<file path="src/rtl/mem_access_ctrl.sv">
// Multi-cycle memory access sequencer: one fetch/load/store at a time, bus timeout and error reporting.
// Optional alignment checking is compiled in with `define MEM_ALIGN_CHECK_EN.
//
// state    | meaning
// IDLE     | waiting for iReq; bus strobes low, oBusy low
// ACCESS   | strobe held on the bus until iMemRdy or timeout
// RESP     | one-cycle oDone (and oFetchDone for fetches)
// ERR      | one-cycle oErr; oErrCode says why
module mem_access_ctrl #(
  parameter int unsigned TIMEOUT_CYCLES = 16,
  parameter int unsigned ADDR_W         = 32
) (
  input  logic              iClk,
  input  logic              iRst,
  input  logic              iReq,
  input  logic              iWrite,
  input  logic              iFetch,
  input  logic [ADDR_W-1:0] iAddr,
  input  logic [31:0]       iWData,
  output logic              oBusy,
  output logic              oDone,
  output logic              oFetchDone,
  output logic              oErr,
  output logic [1:0]        oErrCode,
  output logic [31:0]       oRData,
  output logic [ADDR_W-1:0] oMemAddr,
  output logic [31:0]       oMemWData,
  output logic              oMemRd,
  output logic              oMemWr,
  input  logic              iMemRdy,
  input  logic [31:0]       iMemRData
);

  typedef enum logic [1:0] {
    S_IDLE,
    S_ACCESS,
    S_RESP,
    S_ERR
  } state_t;

  localparam logic [7:0] CNT_LIMIT = 8'(TIMEOUT_CYCLES - 1);
  localparam logic [1:0] CODE_NONE    = 2'b00;
  localparam logic [1:0] CODE_TIMEOUT = 2'b01;
`ifdef MEM_ALIGN_CHECK_EN
  localparam logic [1:0] CODE_MISALIGN = 2'b10;
`endif

  state_t            state_q, state_d;
  logic              write_q, write_d;
  logic              fetch_q, fetch_d;
  logic [7:0]        cnt_q, cnt_d;
  logic [ADDR_W-1:0] mem_addr_q, mem_addr_d;
  logic [31:0]       mem_wdata_q, mem_wdata_d;
  logic [31:0]       rdata_q, rdata_d;
  logic [1:0]        err_code_q, err_code_d;

  always_ff @(posedge iClk) begin
    if (iRst) begin
      state_q     <= S_IDLE;
      write_q     <= 1'b0;
      fetch_q     <= 1'b0;
      cnt_q       <= 8'd0;
      mem_addr_q  <= '0;
      mem_wdata_q <= 32'd0;
      rdata_q     <= 32'd0;
      err_code_q  <= CODE_NONE;
    end else begin
      state_q     <= state_d;
      write_q     <= write_d;
      fetch_q     <= fetch_d;
      cnt_q       <= cnt_d;
      mem_addr_q  <= mem_addr_d;
      mem_wdata_q <= mem_wdata_d;
      rdata_q     <= rdata_d;
      err_code_q  <= err_code_d;
    end
  end

  always_comb begin
    state_d     = state_q;
    write_d     = write_q;
    fetch_d     = fetch_q;
    cnt_d       = cnt_q;
    mem_addr_d  = mem_addr_q;
    mem_wdata_d = mem_wdata_q;
    rdata_d     = rdata_q;
    err_code_d  = err_code_q;

    unique case (state_q)
      S_IDLE: begin
        if (iReq) begin
          write_d     = iWrite;
          fetch_d     = iFetch;
          mem_addr_d  = iAddr;
          mem_wdata_d = iWData;
          err_code_d  = CODE_NONE;
          cnt_d       = 8'd0;
          state_d     = S_ACCESS;
`ifdef MEM_ALIGN_CHECK_EN
          if (iAddr[1:0] != 2'b00) begin
            err_code_d = CODE_MISALIGN;
            state_d    = S_ERR;
          end
`endif
        end
      end
      S_ACCESS: begin
        // an acknowledge on the limit cycle still counts as success
        if (iMemRdy) begin
          if (!write_q) rdata_d = iMemRData;
          state_d = S_RESP;
        end else if (cnt_q == CNT_LIMIT) begin
          err_code_d = CODE_TIMEOUT;
          state_d    = S_ERR;
        end else begin
          cnt_d = cnt_q + 8'd1;
        end
      end
      S_RESP:  state_d = S_IDLE;
      S_ERR:   state_d = S_IDLE;
      default: state_d = S_IDLE;
    endcase
  end

  assign oBusy      = (state_q != S_IDLE);
  assign oMemRd     = (state_q == S_ACCESS) && !write_q;
  assign oMemWr     = (state_q == S_ACCESS) && write_q;
  assign oDone      = (state_q == S_RESP);
  assign oFetchDone = (state_q == S_RESP) && fetch_q && !write_q;
  assign oErr       = (state_q == S_ERR);
  assign oErrCode   = err_code_q;
  assign oRData     = rdata_q;
  assign oMemAddr   = mem_addr_q;
  assign oMemWData  = mem_wdata_q;

endmodule

</file>
<file path="config.mk">
export PLATFORM = sky130hd
export DESIGN_NAME = mem_access_ctrl
export DESIGN_NICKNAME = d
export VERILOG_FILES = /design/src/rtl/mem_access_ctrl.sv
export SDC_FILE = /design/constraint.sdc
export NUM_CORES = 1
export LEC_CHECK = 0
export ABC_AREA = 1
export CORE_MARGIN = 8
export CORE_UTILIZATION = 30
export CTS_CLUSTER_DIAMETER = 80
export DETAILED_ROUTE_END_ITERATION = 6
export HOLD_SLACK_MARGIN = 0.1
export PLACE_DENSITY = 0.63
export RECOVER_POWER = 100
export SLEW_MARGIN = 0
export SYNTH_ARGS = -nofsm -noshare
export SYNTH_HDL_FRONTEND = slang
export SYNTH_SLANG_ARGS = --single-unit
</file>
<file path="constraint.sdc">
create_clock -name iClk -period 2.6 [get_ports iClk]
set_input_delay 0.65 -clock iClk [delete_from_list [all_inputs] [get_ports iClk]]
set_output_delay 0.65 -clock iClk [all_outputs]
set_load 0.05 [all_outputs]
</file>
==> out/results.ini, run 1 <==
[outcome]
status=complete, no violations

[final_layout]
final_area_sq_um=6484
area_delta_synth_final_pct=57.65
seq_area_sq_um=2182
fill_cells=1295
final_layout_size_suffix_gt1_frac=0.04508
multi_input_area_sq_um=1634
layout.nets=830
num_antenna_cells=0

[route]
avgRoutedWirePerCell_um=14.46
dr.pass1.iters=4
viasPerCell=4.489
drt_iter0_drc=189
vias=4076
drc=0
drt.antenna.violating_nets=0
routed_wirelength_mm=13.13

[logic_synthesis]
synthTopCellsByCount=nor2_1 (210), dfxtp_1 (109), o21ai_0 (98)
synth-warning-count=0
synth_area_per_cell_sq_um=7.630
yosys-top-cells-area=dfxtp_1 (53%), nor2_1 (19%), o21ai_0 (12%)
syn_area_sq_um=4113
synth_top_cell_by_area=dfxtp_1
synth_top_area_frac=0.5306
ys_seq_area_frac=0.5306
synthArstFlopShare=0
synth_enable_flop_cells=0
ys_types=26
ys_ff_latch=109
syn_inst=539
syn_nets=642
synthFlopType=dfxtp_1
yosysMostFrequentCell=nor2_1

[grt]
grt_use_total=0.1449
antenna_found_initial=0
grt_max_degree=48
grt_pass1_wl_mm=20.79
grt_remaining_overflow=0
first_global_vias=4056

[floorplan]
die-area_sq_um=17710
start_util=0.3093
ios=206
die_h_um=133.1
die_x_um=133.1
num_rows=42
core_sq_um=13300

[pwr]
switching_share=0.3201
power_mw=4.270
cellPowerDensity_nw_per_um2=658.6
p_clk_frac=0.312
ir_drop_uv=317.0
p_int_mw=2.903
p_comb_frac=0.254
power.switching_mw=1.367
p_leak_nw=2.767
power_frac_seq=0.434

[hold_path]
hold_path.class=reg2reg
min_path_cells=2
min-delay-start=oMemAddr[8]$_SDFFE_PP0P_
hold_path_end=oMemAddr[8]$_SDFFE_PP0P_

[sta]
finalHoldViolCount=0
clock_skew_ns=0.006393
setup_slack_ns=0.08637
rsz0062_at_grt=no
post-route-min-period_ns=2.514
setup-tns-final_ns=0
drv_slew=0
setup_viol=0
fmaxAchievable_ghz=0.3978
timing.final.crit_share=0.9668
slew_headroom=0.3602
tightest_slew_ns=0.9587

[clocking]
postCtsSetupBuffers=0
clock_latency_ns=0.34
cts_buffer_depth=2
cts_tree=yes
cts_resized=0
hold_buffers=0
clk_pin_slew_ns=0.07
htreeDepth=3
cts_made_buffers=9
clock-sinks=109
clockRootBuffer=clkbuf_16

[placed_design]
gp_congestion=0.8118
place_hpwl_mm=9.875
io_buffers=204
place_area_sq_um=6225
pre_cts_ws_ns=0.4259

[critical_path]
worstSetupEndpointType=output pin
max_stage_delay_ns=0.82
critPathSlowestCell=clkdlybuf4s50_1
criticalPathCategory=reg2out
required_ns=1.95
r2r_cells=5
cp.depth=3
arrival_ns=1.86
cp-start-kind=register
reg2reg_from=state_q[0]$_SDFFE_PP0P_
cp_top_family=buffers and inverters
critPathMaxFanout=7
timing.critical_path.cells=nand2_4, nor2_1, clkdlybuf4s50_1
worstPathBufferInverterCount=1
r2r_end=oMemAddr[14]$_SDFFE_PP0P_
r2r_slack_ns=0.59

[flow_run]
drv_cap=0

## cell usage in the layout, fill, tap and decap left out, types with 3 or more instances in the layout
cell	n
clkdlybuf4s50_1	101
clkbuf_1	4
buf_4	4
a21oi_1	8
nand3_2	3
inv_1	18
clkbuf_16	9
clkbuf_8	3
dfxtp_1	109
nor2_1	210
nand2_1	28
nand3_1	11
o21ai_0	98
dlygate4sd3_1	101
nor3_1	4
## through the flow
step | std cells | utilization | hold WS [ns]
4_1_cts | 908 | 0.4900 | 0.4868
5_1_grt | 908 | 0.4877 | 0.5014
3_5_place_dp | 892 | 0.4682 | 0.4702
2_1_floorplan | 539 | - | 0.4554
6_report | 908 | 0.4877 | 0.4762
3_3_place_gp | 892 | 0.4682 | 0.4619
## flip-flops by register name, summed over array words and instances (netlist names)
| register | flops |
|---|---|
| cnt_q | 8 |
| fetch_q | 1 |
| oErrCode | 1 |
| oMemAddr | 32 |
| oMemWData | 32 |
| oRData | 32 |
| state_q | 2 |
| write_q | 1 |
## power by group through the flow
stage                     clock [mW]  combinational (mW)  sequential (mW)
after global routing            1.45                1.16             1.87
after floorplan                    0               0.293             2.29
final                           1.33                1.09             1.85
after CTS                       1.38                1.14             1.86
after detailed placement           0                1.14             1.90
after global placement             0                1.13             1.89
## tightest hold or removal path: stages, from the launching register on
cell	delay [ns]
dfxtp_1	0.32
nor2_1	0.04
nor2_1	0.08
## cell families after synthesis
group | after synthesis | share of synthesized area
compound gates | 109 | 0.1333
flops | 109 | 0.5306
buf+inv | 54 | 0.06845
simple gates | 265 | 0.2638
fa+ha+maj | 1 | 0.003042
other cells | 1 | 0.0009118
## how the worst max path moves through the flow
stage	end	from	slack (ns)
final	oMemWr	state_q[0]$_SDFFE_PP0P_	0.09
after global routing	oMemWr	state_q[0]$_SDFFE_PP0P_	0.004
after CTS	oFetchDone	state_q[1]$_SDFFE_PP0P_	0.04
after detailed placement	oFetchDone	state_q[1]$_SDFFE_PP0P_	0.43
after global placement	oFetchDone	state_q[1]$_SDFFE_PP0P_	0.44
after floorplan	oFetchDone	state_q[1]$_SDFFE_PP0P_	0.07
## layer usage
layer	up-vias	global-route usage	routed length [um]
met5	-	0	0
met4	0	0.05804	260
met3	17	0.06586	1370
met2	149	0.2374	6091
met1	1819	0.1600	5410
li1	2091	-	-
## cell type report
cell class	count	area share
sequential	109	0.3365
timing repair buffer	211	0.3207
multi-input combinational	376	0.2520
clock buffer	14	0.04226
tap	176	0.03396
inverter	20	0.01196
clock inverter	2	0.002509
(Power assumes the default switching activity.)
==> run 2: changes to the inputs <==
--- a/config.mk
+++ b/config.mk
@@ -6,6 +6,7 @@
 export NUM_CORES = 1
 export LEC_CHECK = 0
 export ABC_AREA = 1
+export CORE_ASPECT_RATIO = 1.1
 export CORE_MARGIN = 8
 export CORE_UTILIZATION = 30
 export CTS_CLUSTER_DIAMETER = 80
==> run 2 against run 1 <==
Maximum frequency grew 0.33%. Die area is essentially flat. Clock power grew 12%. Largest cell class unchanged. Critical endpoint unchanged.
==> out/results.ini, run 2 (same netlist as run 1, synthesis figures left out) <==
[sta]
tightest_slew_ns=0.9935
slew_headroom=0.3370
finalHoldViolCount=0
hold_slack_ns=0.4763
fmaxAchievable_ghz=0.3991
rsz0062_at_grt=no
setup-tns-final_ns=0
clock_skew_ns=0.006887
post-route-min-period_ns=2.505
timing.final.crit_share=0.9636
drv_slew=0
setup_slack_ns=0.09467
setup_viol=0

[pwr]
cellPowerDensity_nw_per_um2=675.5
ir_drop_uv=410.9
p_leak_nw=2.794
power_mw=4.439

[grt]
antenna_found_initial=0
grt_max_degree=52
first_global_vias=4133
grt_pass1_wl_mm=21.00
grt_remaining_overflow=0
grt_use_total=0.1477

[clocking]
clock_latency_ns=0.35
postCtsSetupBuffers=0
clock-sinks=109
clockRootBuffer=clkbuf_16
cts_tree=yes
cts_buffer_depth=2
cts_made_buffers=9
clk_pin_slew_ns=0.07
htreeDepth=3
hold_buffers=0

[route]
viasPerCell=4.385
vias=4034
wl_met1_mm=5.385
met3_length_mm=1.227
dr.pass1.iters=4
routed_wirelength_mm=13.06
drt.antenna.violating_nets=0
wl_met2_mm=6.273
avgRoutedWirePerCell_um=14.20
highest_layer=met4
drc=0
drt_iter0_drc=176

[final_layout]
final_util=0.4823
area_delta_synth_final_pct=59.78
final_layout_size_suffix_gt1_frac=0.04781
layout_commonest_cell=nor2_1
num_antenna_cells=0
layout_common_cells=nor2_1 (210), dfxtp_1 (109), clkdlybuf4s50_1 (102)
layout.nets=830

[floorplan]
num_rows=45
die_h_um=138.8
start_util=0.3018
die_x_um=127.6
die-area_sq_um=17720
ios=206
core_sq_um=13630

[placed_design]
place_hpwl_mm=9.761
pre_cts_ws_ns=0.3998
io_buffers=204
gp_congestion=0.7900

[critical_path]
max_stage_delay_ns=0.81
arrival_ns=1.86
cp-start-kind=register
critPathMaxFanout=7
critPathSlowestCell=clkdlybuf4s50_1
worstSetupEndpointType=output pin
timing.critical_path.cells=nand2_4, nor2_1, clkdlybuf4s50_1
criticalPathCategory=reg2out
required_ns=1.95

[outcome]
status=complete, no violations

[flow_run]
drv_cap=0

[hold_path]
hold_path.class=reg2reg

==> run 2: layer usage <==
metal	up-vias	track usage
li1	2084	-
met1	1802	0.1600
met2	136	0.2508
met3	12	0.06115
met4	0	0.05639
met5	-	0
==> run 2: worst paths after layout <==
check | start | endpoint | slack (ns) | cells past startpoint
setup / recovery | state_q[0]$_SDFFE_PP0P_ | oMemWr | 0.09 | 3
hold / removal | oRData[6]$_SDFFE_PP0P_ | oRData[6]$_SDFFE_PP0P_ | 0.48 | 2
setup reg to reg | state_q[0]$_SDFFE_PP0P_ | cnt_q[3]$_SDFFE_PP0P_ | 0.52 | 8
hold reg to reg | oRData[6]$_SDFFE_PP0P_ | oRData[6]$_SDFFE_PP0P_ | 0.48 | 2
==> run 2: cell type report <==
type                       count  area (sq um)
fill                        1369          7054
multi-input combinational    376          1639
sequential                   109          2182
inverter                      20         77.57
tap                          188         235.2
timing repair buffer         211          2111
clock inverter                 5         83.83
clock buffer                  11         242.7
==> run 2: per-stage QoR <==
step | area [sq um] | std cells
after CTS | 6591 | 920
final | 6571 | 920
after global routing | 6571 | 920
after floorplan | 4113 | 539
after global placement | 6265 | 904
after detailed placement | 6265 | 904
==> run 2: timing repair <==
action                                  4_1_cts  5_1_grt
resized for setup                             0        1
hold endpoints to repair                      0        0
endpoints found under the setup margin        0        1
==> run 2: worst max-delay path, delay by kind of cell (launching register included) <==
family | cells | cell delay, ns
buf+inv | 1 | 0.81
flops | 1 | 0.45
simple gates | 2 | 0.25
==> run 2: where the power goes <==
part,internal (mW),switching (mW)
registers,1.79,0.0600
clock network,0.873,0.620
logic,0.385,0.709
==> run 3: changes to the inputs <==
--- a/config.mk
+++ b/config.mk
@@ -6,13 +6,16 @@
 export NUM_CORES = 1
 export LEC_CHECK = 0
 export ABC_AREA = 1
+export CELL_PAD_IN_SITES_DETAIL_PLACEMENT = 2
+export CELL_PAD_IN_SITES_GLOBAL_PLACEMENT = 2
 export CORE_ASPECT_RATIO = 1.1
 export CORE_MARGIN = 8
-export CORE_UTILIZATION = 30
+export CORE_UTILIZATION = 22
 export CTS_CLUSTER_DIAMETER = 80
 export DETAILED_ROUTE_END_ITERATION = 6
 export HOLD_SLACK_MARGIN = 0.1
-export PLACE_DENSITY = 0.63
+export MAX_ROUTING_LAYER = met4
+export PLACE_DENSITY = 0.83
 export RECOVER_POWER = 100
 export SLEW_MARGIN = 0
 export SYNTH_ARGS = -nofsm -noshare
==> run 3 against run 2 <==
Maximum frequency increased by 1.6%. Sequential cell count unchanged. Clock power is 5% lower. Via count up 5.9%. Wire length rose by 31%. Clock skew is 0.00066 ns higher. Global-route usage grew 0.079 points. Register-to-register slack improved by 0.11 ns. Hold slack improved by 0.0029 ns. Utilization down 12 points. Combinational power is essentially flat. Largest power group unchanged.
==> out/results.ini, run 3 (same netlist as run 1, synthesis figures left out) <==
[pwr]
switching_share=0.3271
power_mw=4.386
power_frac_seq=0.424
power.switching_mw=1.435
cellPowerDensity_nw_per_um2=664.4
ir_drop_uv=360.4
p_clk_frac=0.321
p_leak_nw=2.791
p_comb_frac=0.255
p_int_mw=2.951

[sta]
timing.final.crit_share=0.9481
tightest_slew_ns=1.018
post-route-min-period_ns=2.465
finalHoldViolCount=0
drv_slew=0
setup_viol=0
slew_headroom=0.3206
clock_skew_ns=0.007546
rsz0062_at_grt=no
fmaxAchievable_ghz=0.4057
setup-tns-final_ns=0

[floorplan]
start_util=0.2242
ios=206
num_rows=52
core_sq_um=18350
die-area_sq_um=23330
die_h_um=159.4
die_x_um=146.4

[route]
drc=0
dr.pass1.iters=4
vias=4273
avgRoutedWirePerCell_um=17.49
drt_iter0_drc=150
drt.antenna.violating_nets=0
routed_wirelength_mm=17.07
viasPerCell=4.378

[critical_path]
cp-start-kind=register
timing.critical_path.cells=inv_1, nor2_1, clkdlybuf4s50_1
criticalPathCategory=reg2out
critPathMaxFanout=3
max_stage_delay_ns=0.85
required_ns=1.95
worstSetupEndpointType=output pin
arrival_ns=1.82
critPathSlowestCell=clkdlybuf4s50_1
r2r_cells=6

[final_layout]
layout_commonest_cell=nor2_1
fill_cells=2108
layout_common_cells=nor2_1 (210), dfxtp_1 (109), clkdlybuf4s50_1 (101)
area_delta_synth_final_pct=60.51
layoutNonFillerInstCount=976
layout.nets=831
num_antenna_cells=0
final_util=0.3598
final_layout_size_suffix_gt1_frac=0.04911

[placed_design]
gp_congestion=0.8246
io_buffers=204
numPlacedInstances=960
place_hpwl_mm=13.38

[hold_path]
hold_path.class=reg2reg
min_path_cells=2

[clocking]
htreeDepth=3
cts_buffer_depth=2
clk_pin_slew_ns=0.07
cts_tree=yes
clock_latency_ns=0.35
cts_made_buffers=9
clock-sinks=109
hold_buffers=0
clockRootBuffer=clkbuf_16

[grt]
grt_pass1_wl_mm=26.99
first_global_vias=5038
grt_max_degree=83
grt_remaining_overflow=0
grt_use_total=0.1485
antenna_found_initial=0

[outcome]
status=complete, no violations

[flow_run]
drv_cap=0

[run 3: cell count changes in the layout (fill, tap and decap cells not counted), moves of 2 or more]
cell | previous run | this run
clkinvlp_4 | 2 | 0
o21ai_1 | 0 | 2
o21ai_0 | 100 | 98
clkinv_2 | 0 | 2
[run 3: critical path: cells and delay by family (launching register included)]
family        cells  cell delay, ns
simple gates      1            0.16
buf+inv           2            0.95
flops             1            0.37
[run 3: metal layers]
| metal | routed length [um] | up-vias | track usage |
|---|---|---|---|
| met4 | 238 | 0 | 0.04407 |
| met5 | 0 | - | - |
| li1 | - | 2090 | - |
| met1 | 6800 | 2041 | 0.1512 |
| met3 | 1174 | 15 | 0.05031 |
| met2 | 8856 | 127 | 0.2647 |
[run 3: final timing paths]
| path | start | end | slack, ns |
|---|---|---|---|
| max | state_q[1]$_SDFFE_PP0P_ | oDone | 0.13 |
| min reg2reg | oRData[4]$_SDFFE_PP0P_ | oRData[4]$_SDFFE_PP0P_ | 0.48 |
| max reg2reg | state_q[0]$_SDFFE_PP0P_ | oRData[29]$_SDFFE_PP0P_ | 0.63 |
| min | oRData[4]$_SDFFE_PP0P_ | oRData[4]$_SDFFE_PP0P_ | 0.48 |
[run 3: final cells by class]
cell class	count	area, sq um	share of cell area
Clock buffer	11	242.7	0.03677
Timing Repair Buffer	212	2093	0.3171
Sequential cell	109	2182	0.3306
Tap cell	243	304.0	0.04606
Multi-Input combinational cell	376	1644	0.2491
Clock inverter	5	57.56	0.008719
Inverter	20	77.57	0.01175
[run 3: repair_timing]
| action | 4_1_cts | 5_1_grt |
|---|---|---|
| endpoints found under the hold margin | 0 | 0 |
| gates resized for setup | 1 | 2 |
| setup endpoints to repair | 1 | 2 |
| buffers inserted | 0 | 0 |
| pin swaps | 0 | 0 |
[run 3: through the flow]
| step | hold slack [ns] | area [sq um] | worst slack [ns] |
|---|---|---|---|
| 5_1_grt | 0.4992 | 6601 | 0.07410 |
| 2_1_floorplan | 0.4554 | 4113 | 0.06676 |
| 3_3_place_gp | 0.4641 | 6329 | 0.3855 |
| 6_report | 0.4793 | 6601 | 0.1349 |
| 4_1_cts | 0.4906 | 6628 | 0.02083 |
| 3_5_place_dp | 0.4741 | 6329 | 0.3022 |
[run 3: power groups by stage]
| stage | combinational (mW) | clock [mW] | sequential (mW) |
|---|---|---|---|
| 2_1_floorplan | 0.293 | 0 | 2.29 |
| 3_3_place_gp | 1.15 | 0 | 1.90 |
| 5_1_grt | 1.20 | 1.53 | 1.88 |
| 4_1_cts | 1.19 | 1.47 | 1.87 |
| 6_report | 1.12 | 1.41 | 1.86 |
| 3_5_place_dp | 1.18 | 0 | 1.91 |
